==> src/rtl/sync_updown_cnt_pkg.sv <==
// Shared constants for the synchronous up/down counter.
package sync_updown_cnt_pkg;

    // Direction encoding on the up input
    localparam logic DIR_UP   = 1'b1;
    localparam logic DIR_DOWN = 1'b0;

    // Range-end behaviour selected by the SATURATE parameter
    localparam int MODE_WRAP = 0;
    localparam int MODE_SAT  = 1;

endpackage

==> src/rtl/tff_cell.sv <==
// One counter bit: toggle flop with synchronous parallel load.
module tff_cell (
    input  logic clk,
    input  logic rst_n,
    input  logic ld,
    input  logic d,
    input  logic t,
    output logic q
);

    // Load wins over toggle; neither asserted means hold
    always_ff @(posedge clk or negedge rst_n) begin
        if (!rst_n)  q <= 1'b0;
        else if (ld) q <= d;
        else if (t)  q <= ~q;
    end

endmodule

==> src/rtl/sync_updown_cnt.sv <==
// Fully synchronous loadable up/down counter, range 0..MODULUS-1,
// with terminal-count and registered wrap pulse.
module sync_updown_cnt
    import sync_updown_cnt_pkg::*;
#(
    parameter int WIDTH    = 4,
    parameter int MODULUS  = 16,
    parameter int SATURATE = MODE_WRAP
) (
    input  logic             clk,
    input  logic             rst_n,
    input  logic             en,
    input  logic             up,
    input  logic             load,
    input  logic [WIDTH-1:0] din,
    output logic [WIDTH-1:0] cnt,
    output logic             q,
    output logic             qbar,
    output logic             tc,
    output logic             wrap
);

    localparam logic [WIDTH-1:0] CNT_MAX   = WIDTH'(MODULUS - 1);
    // One bit wider so the clamp compare stays meaningful when MODULUS == 2**WIDTH
    localparam logic [WIDTH:0]   CNT_MAX_X = (WIDTH+1)'(MODULUS - 1);
    localparam logic             WRAP_MODE = (SATURATE == MODE_WRAP);

    logic [WIDTH-1:0] tog_up, tog_dn, t, ld_val;
    logic             ld, at_end;

    // Toggle chains: bit i flips when all lower bits are 1 (up) or all 0 (down)
    always_comb begin
        tog_up    = '0;
        tog_dn    = '0;
        tog_up[0] = 1'b1;
        tog_dn[0] = 1'b1;
        for (int i = 1; i < WIDTH; i++) begin
            tog_up[i] = tog_up[i-1] & cnt[i-1];
            tog_dn[i] = tog_dn[i-1] & ~cnt[i-1];
        end
    end

    // Range end in the current direction; tc flags the edge that wraps or saturates
    assign at_end = (up == DIR_UP) ? (cnt == CNT_MAX) : (cnt == '0);
    assign tc     = en & ~load & at_end;

    // Next-state select: clamped load, range-end override, or plain toggle
    always_comb begin
        ld     = 1'b0;
        ld_val = '0;
        t      = '0;
        if (load) begin
            ld     = 1'b1;
            ld_val = ({1'b0, din} > CNT_MAX_X) ? CNT_MAX : din;
        end else if (en) begin
            if (at_end) begin
                // Saturate mode leaves t and ld clear, so the count holds
                if (WRAP_MODE) begin
                    ld     = 1'b1;
                    ld_val = (up == DIR_UP) ? '0 : CNT_MAX;
                end
            end else begin
                t = (up == DIR_UP) ? tog_up : tog_dn;
            end
        end
    end

    generate
        for (genvar i = 0; i < WIDTH; i++) begin : g_bit
            tff_cell u_bit (
                .clk   (clk),
                .rst_n (rst_n),
                .ld    (ld),
                .d     (ld_val[i]),
                .t     (t[i]),
                .q     (cnt[i])
            );
        end
    endgenerate

    // Wrap pulse: high for one cycle after a range-end crossing
    always_ff @(posedge clk or negedge rst_n) begin
        if (!rst_n) wrap <= 1'b0;
        else        wrap <= tc & WRAP_MODE;
    end

    assign q    = cnt[WIDTH-1];
    assign qbar = ~cnt[WIDTH-1];

endmodule

==> config.mk <==
export PLATFORM = sky130hd
export DESIGN_NAME = sync_updown_cnt
export DESIGN_NICKNAME = d
export VERILOG_FILES = /design/src/rtl/sync_updown_cnt_pkg.sv /design/src/rtl/tff_cell.sv /design/src/rtl/sync_updown_cnt.sv
export SDC_FILE = /design/constraint.sdc
export NUM_CORES = 1
export LEC_CHECK = 0
export BUFFER_PORTS_ARGS = -buffer_cell sky130_fd_sc_hd__buf_2
export CORE_AREA = 5 5 42 44
export DETAILED_ROUTE_END_ITERATION = 7
export DIE_AREA = 0 0 47 49
export PLACE_DENSITY_LB_ADDON = 0.1
export SLEW_MARGIN = 20
export SYNTH_ARGS = -nofsm -noshare
export SYNTH_HDL_FRONTEND = slang
export SYNTH_HIERARCHICAL = 1
export SYNTH_SLANG_ARGS = --single-unit
==> constraint.sdc <==
create_clock -name clk -period 2.1 [get_ports clk]
set_input_delay 0.21 -clock clk [delete_from_list [all_inputs] [get_ports clk]]
set_output_delay 0.21 -clock clk [all_outputs]
set_load 0.005 [all_outputs]
Word-level counts from Yosys, hierarchy flattened:

Index checks and enable logic that the tools add are counted.

* muxes and demuxes: 20
* bitwise operators: 11
* equality and inequality tests: 1
* reductions and logical operators: 5

Operators with widths (count)
* 4-bit 2-to-1 mux: 8
* 1-bit 2-to-1 mux: 12
* 2-bit nonzero test: 4
* 1-bit AND: 6
* 1-bit inverter: 5
* 4-bit == test, second input constant: 1
* 4-bit logical NOT: 1

* output and inout bits: 8
* flip-flop bits (word level): 5
* input bits: 9
* word-level logic and storage cells: 42

Logic depth before layout (Yosys ltp):

Gate-level depths: netlist of the first run.

* word-level depth: 9
* mapped depth: 5
* depth with buffers taken out: 5

Cells and area by module:

Netlist of the first run, hierarchy kept.

By module, submodules not included
* sync_updown_cnt: cells each 32, sequential area each 25.0 µm², instances 1, area an instance 191.4 µm²
* tff_cell: cells each 4, sequential area each 25.0 µm², instances 4, area an instance 42.5 µm²

Worst setup path after synthesis of the first run:

Ideal clock, no wire load.

* kind: register to register
* start point: register g_bit[1].u_bit.q
* end point: register g_bit[2].u_bit.q
* arrival time: 1.321 ns
* cell stages (with the launch flop): 5
* period minus slack after synthesis: 1.447 ns
* path slack: 0.653 ns
* setup time: 0.126 ns
* path buffers: 0
* data required time: 1.974 ns
* cells stage by stage: dfrtp_1 -> or4_1 -> a21oi_1 -> xnor2_1 -> o21ai_1

* word-level cells in the longest chain between the ends: 7
* elaborated cells between the ends (all ways): 18
* those cells by class: eq/ne: 1; mux: 12; bitwise: 3; reduce/logical: 2

RTL lines
* start: declaration: RTL line tff_cell.sv:8 `output logic q`
* start signal: assignment: RTL line tff_cell.sv:15 `else if (t) q <= ~q;`
* branches (longest 3 deep; another with 4-bit == test)
* 4-bit 2-to-1 mux (*): RTL line sync_updown_cnt.sv:56 `if (at_end) begin`
* 4-bit 2-to-1 mux (*): RTL line sync_updown_cnt.sv:55 `end else if (en) begin`
* 4-bit 2-to-1 mux (*): RTL line sync_updown_cnt.sv:52 `if (load) begin`
* via t[2]: RTL line sync_updown_cnt.sv:28 `logic [WIDTH-1:0] tog_up, tog_dn, t, ld_val;`
* 2-bit nonzero test (no source line) (*)
* end signal: assignment: RTL line tff_cell.sv:15
* end: declaration: RTL line tff_cell.sv:8

Mark *: on every way through the listed nets, which the timed path passes.
A chain may end at the register's enable or synchronous reset.

Worst setup path in the final report of the first run:

* start point: register g_bit[0].u_bit.q
* end point: output port tc

* word-level cells in the longest chain between the ends: 3
* elaborated cells between the ends (all ways): 4
* those cells by class: eq/ne: 1; mux: 1; bitwise: 1; reduce/logical: 1

RTL lines
* start: declaration: RTL line tff_cell.sv:8
* start signal: assignment: RTL line tff_cell.sv:15
* 4-bit == test / 4-bit logical NOT (equally long branches): RTL line sync_updown_cnt.sv:44 `assign at_end = (up == DIR_UP) ? (cnt == CNT_MAX) : (cnt == '0);`
* 1-bit 2-to-1 mux (*): RTL line sync_updown_cnt.sv:44
* 1-bit AND (*): RTL line sync_updown_cnt.sv:45 `assign tc = en & ~load & at_end;`
* end: declaration: RTL line sync_updown_cnt.sv:19 `output logic tc,`

Every way passes the cells marked *; elsewhere a longest branch is shown, timed or not.

==> run metrics, run 1 <==
H-tree levels 1; Mapped Avg Cell Area roughly 7.5 sq um; pwr/cell area 750 nW/um^2; Net Count, Synth 57; Max VDD drop approximately 0.26 mV; total gr overflow 0; endpoints failing setup 0; Die W about 47 microns; worst skew pair latency between 0.2 and 0.3 ns; Cells after DPL slightly below 80; Seq/Total Area, Yosys between 30% and 40%; chip height 49 microns; Fin Clk Skew roughly 0.0015 ns; Critical R2R Launch g_bit[0].u_bit/q$_DFFE_PN0P_; Diodes inserted 0; critical path data arrival time 1.58 ns; Post-layout nets 78; layout cells sized above 1 29.4%; FF+latch count, synth 5; DP HPWL roughly 740 microns; RSZ-0062 raised after global routing no; Peak Freq ~560 MHz; R2R depth 5; DR iter-0 viols 4; Core Area ~1400 sq um; Post-CTS Setup Repair Bufs 0; status finished, final reports clean; CTS root buf clkbuf_4; wire length per cell between 10 and 15 microns; Post-Syn Area 362 sq um; die area about 2300 sq um; CTS clk-pin slew, worst paths about 0.050 ns; final hold viol count 0; non-filler cells in the finished layout 84; drt total wl 1.00 mm; Hold Path Depth 5; largest net degree at the start of global routing 11; Leakage roughly 0.24 nW; Tightest Hold Check Type input port to flip-flop; routed vias 405; drt drc 0; pre-CTS setup slack about 0.54 ns; CTS tree done; fill count 169; clk buf depth 2; max-cap violations 0; vias in the first global route between 300 and 400; Crit. End Element output pin; Crit path required time approximately 1.9 ns; post-route cell area between 400 and 500 sq um; Starting Density around 26%; antenna violations before repair 0; First-pass DRT Iterations 4; Placer Congestion between 0.7 and 0.8; vias per inst 4.82; total track usage ~8.6%; Core Rows 14; crit path launch g_bit[0].u_bit/q$_DFFE_PN0P_; Area Overhead vs Synth 35.6%; final worst slack between 0.3 and 0.4 ns; Synth Instances 48; CTS Buf Count 3; slew margin rel. around 77%; first-pass GRT wire length ~1.4 mm; number of synthesis warnings 6; Crit Path Category flip-flop to output pin; clock sinks 5; # IOs 17; total negative slack 0 ns; Pins Over Slew Limit 0; hold_sp din[2]; fin crit share ~85%; CP Launch Type flip-flop; Slew @ Worst Pin between 0.3 and 0.4 ns; count of cell types in the netlist 20; number of port buffers 16; Final Critical Period ~1.8 ns; placed inst area about 450 sq um; worst-path fanout max 8; antenna-violating nets left 0
layout make-up:
type                       count  area (sq um)  area share [%]
clock buffer                   4          26.3            5.36
timing repair buffer          17          90.1            18.4
tap                           16          20.0            4.08
sequential                     5           125            25.5
inverter                       1          3.75           0.765
multi-input combinational     41           225            45.9
metal layers:
layer  global-route usage (%)  wire, microns  vias to the layer above
li1                         -              -                      206
met1                     11.3            460                      181
met2                     11.3            449                       18
met3                     3.32             91                        0
met4                     5.53              0                        0
met5                        0              0                        -
where the power goes:
group	total, mW	switching, mW	internal (mW)
clock	0.118	0.0453	0.0722
sequential	0.143	0.0321	0.110
combinational	0.108	0.0519	0.0558
total	0.368	0.129	0.238
logic make-up (layout without fill, tap and decap cells):
family	count (synthesis)	count (layout)	share of synthesized area, %
xor+xnor	4	4	9.69
buf+inv	2	22	3.11
simple gates	28	28	37.4
compound gates	9	9	15.2
flops	5	5	34.6
worst max-delay path: stages (launching register included):
cell       delay [ns]
dfrtp_1          0.46
nor3_1           0.35
o2bb2ai_1        0.21
nor2b_1          0.18
buf_2            0.13
stage by stage:
stage / power, mW / util [%] / hold slack, ns
final: 0.368 / 35.0 / 0.277
after global routing: 0.393 / 35.0 / 0.313
after CTS: 0.375 / 35.0 / 0.277
after detailed placement: 0.251 / 32.4 / 0.0365
after global placement: 0.252 / 32.4 / 0.0349
after floorplan: 0.206 / - / -0.0856
repair_timing:
action,in CTS,in global routing
hold endpoints to repair,5,0
gates resized for setup,0,0
hold buffers,1,0
path summary, 6_finish.rpt:
path,end,slack [ns]
worst max register to register,g_bit[1].u_bit/q$_DFFE_PN0P_,0.52
worst max-delay path,tc,0.31
max in group asynchronous,g_bit[1].u_bit/q$_DFFE_PN0P_,1.65
worst min register to register,g_bit[1].u_bit/q$_DFFE_PN0P_,0.71
worst min-delay path,g_bit[2].u_bit/q$_DFFE_PN0P_,0.28
min in group asynchronous,g_bit[0].u_bit/q$_DFFE_PN0P_,0.31
registers in the layout, indices dropped and copies added, names as in the netlist:
register,flops
wrap,1
g_bit.u_bit/q,4
cell usage after synthesis (all sizes together):
library cell	count	area, sq um
nand2b	1	6.26
nand2	13	48.8
nand3	2	10.0
nor3	2	10.0
a21oi	2	10.0
nor2b	2	12.5
a21o	1	7.51
or4	1	7.51
o21ai	4	20.0
buf	1	7.51
o2bb2ai	1	8.76
xnor2	4	35.0
or3	1	6.26
dfrtp	5	125
inv	1	3.75
nor2	3	13.8
nand3b	1	7.51
a2bb2oi	1	8.76
nand4	2	12.5
cell usage in the layout, fill, tap and decap left out, drive strengths merged:
cell	count
or4	1
a2bb2oi	1
buf	16
clkbuf	4
nand3	2
dfrtp	5
nand2b	1
a21oi	2
nor3	2
nand4	2
dlygate4sd3	1
nor2	3
nor2b	2
nand3b	1
o2bb2ai	1
o21ai	4
xnor2	4
or3	1
inv	1
nand2	13
a21o	1
Power figures use the tool's default switching activity.
==> run 2, diff against run 1 <==
--- a/config.mk
+++ b/config.mk
@@ -10,6 +10,7 @@
 export DETAILED_ROUTE_END_ITERATION = 7
 export DIE_AREA = 0 0 47 49
 export PLACE_DENSITY_LB_ADDON = 0.1
+export REMOVE_ABC_BUFFERS = 1
 export SLEW_MARGIN = 20
 export SYNTH_ARGS = -nofsm -noshare
 export SYNTH_HDL_FRONTEND = slang
==> run 2 against run 1 <==
Non-clock buffer count stayed put. Via count is 3.7% lower. First-iteration DRC count unchanged. Power down 2.5%. Cell count did not move. Die area is the same. Largest cell class unchanged.
==> run metrics, run 2 (synthesis gave the netlist of run 1 again) <==
largest net degree at the start of global routing 11; Starting Density 25.8%; die area ~2300 sq um; antenna violations before repair 0; Diodes inserted 0; first-pass GRT wire length 1.39 mm; wire length per cell around 11 microns; status finished, final reports clean; routed vias 390; Die W approximately 47 microns; Slew @ Worst Pin approximately 0.34 ns; worst-path fanout max 8; Final Critical Period 1.78 ns; max-cap violations 0; Top Registers g_bit.u_bit/q: 4 flops, wrap: 1 flops; CTS tree done; antenna-violating nets left 0; First-pass DRT Iterations 4; Peak Freq around 560 MHz; H-tree levels 1; commonest cells after routing, fill and taps aside buf_2, nand2_1, dfrtp_1; total track usage roughly 8.6%; Core Area between 1000 and 1500 sq um; RSZ-0062 raised after global routing no; drt drc 0; max FFs per register 4; # IOs 17; Placer Congestion slightly below 0.7; end of the critical path tc; Tightest Hold Check Type input port to flip-flop; DR iter-0 viols 4; Crit path required time 1.89 ns; Core Rows 14; slew margin rel. just under 80%; critical path data arrival time between 1.5 and 2 ns; final hold viol count 0; Post-CTS Setup Repair Bufs 0; Largest Register g_bit.u_bit/q; vias per inst between 4 and 5; endpoints failing setup 0; total power ~360 uW; Hold Slack about 0.29 ns; worst skew pair latency between 0.2 and 0.25 ns; fin crit share a little over four fifths; drt total wl 894 microns; layout cells sized above 1 just under 30%; hold_sp din[0]; R2R depth 5; R2R Setup Slk about 0.57 ns; commonest non-fill, non-tap cell in the layout buf_2; crit path launch g_bit[1].u_bit/q$_DFFE_PN0P_; Post-layout nets 78; CTS clk-pin slew, worst paths approximately 0.040 ns; DP HPWL roughly 720 microns; clk buf depth 2; clock sinks 5; CTS root buf clkbuf_4; Critical R2R Launch g_bit[1].u_bit/q$_DFFE_PN0P_; Area Overhead vs Synth 35.6%; CTS Buf Count 3; Pins Over Slew Limit 0; pwr/cell area about 730 nW/um^2; total negative slack 0 ns; CP Launch Type flip-flop; total gr overflow 0; Fin Clk Skew 0.000752 ns; vias in the first global route 359; Leakage roughly 0.24 nW; Max VDD drop roughly 0.17 mV; RR Endpoint g_bit[2].u_bit/q$_DFFE_PN0P_; number of port buffers 16; Crit. End Element output pin; chip height about 50 microns; Crit Path Category flip-flop to output pin
## run 2: cell counts in the layout (fill, tap and decap cells not counted)
Identical to the previous run, type by type.
## run 2: power by group
group	switching, mW	total [mW]	leakage, nW	internal (mW)
sequential	0.0311	0.142	0.0650	0.111
combinational	0.0497	0.105	0.160	0.0557
clock	0.0398	0.112	0.0150	0.0719
total	0.121	0.359	0.240	0.238
## run 2: final cells by class
type / count / area, sq um
clock buffer: 4 / 26.3
fill: 173 / 911
inverter: 1 / 3.75
multi-input combinational: 41 / 225
sequential: 5 / 125
tap: 16 / 20.0
timing repair buffer: 17 / 90.1
## run 2: repair_timing
action | 4_1_cts | 5_1_grt
resized for setup | 0 | 0
hold endpoints to repair | 5 | 0
hold buffers | 1 | 0
## run 2: metrics by stage
stage               cells  area [sq um]  utilization, %  setup slack (ns)
global route           84           490            35.0             0.152
finish                 84           490            35.0             0.320
floorplan              47           354               -             0.647
detailed placement     79           454            32.4             0.546
CTS                    84           490            35.0             0.289
global placement       79           454            32.4             0.532
## run 2: critical path: stages, from the launching register on
cell and delay [ns]:
dfrtp_1 0.46, nor3_1 0.36, o2bb2ai_1 0.20, nor2b_1 0.18
buf_2 0.13
## run 2: routing by layer
| layer | up-vias | track usage, % | share of wire [%] |
|---|---|---|---|
| met2 | 16 | 12.4 | 47 |
| met4 | 0 | 8.29 | 0 |
| met1 | 166 | 9.33 | 45 |
| li1 | 208 | - | - |
| met5 | - | 0 | 0 |
| met3 | 0 | 2.21 | 8.4 |
## run 2: how the worst min path moves through the flow
stage	to	slack, ns	cells past startpoint
2_1_floorplan	g_bit[0].u_bit/q$_DFFE_PN0P_	-0.09	0
3_3_place_gp	wrap$_DFF_PN0_	0.03	1
3_5_place_dp	g_bit[1].u_bit/q$_DFFE_PN0P_	0.03	1
4_1_cts	g_bit[0].u_bit/q$_DFFE_PN0P_	0.28	5
5_1_grt	g_bit[1].u_bit/q$_DFFE_PN0P_	0.31	2
6_report	g_bit[0].u_bit/q$_DFFE_PN0P_	0.29	5
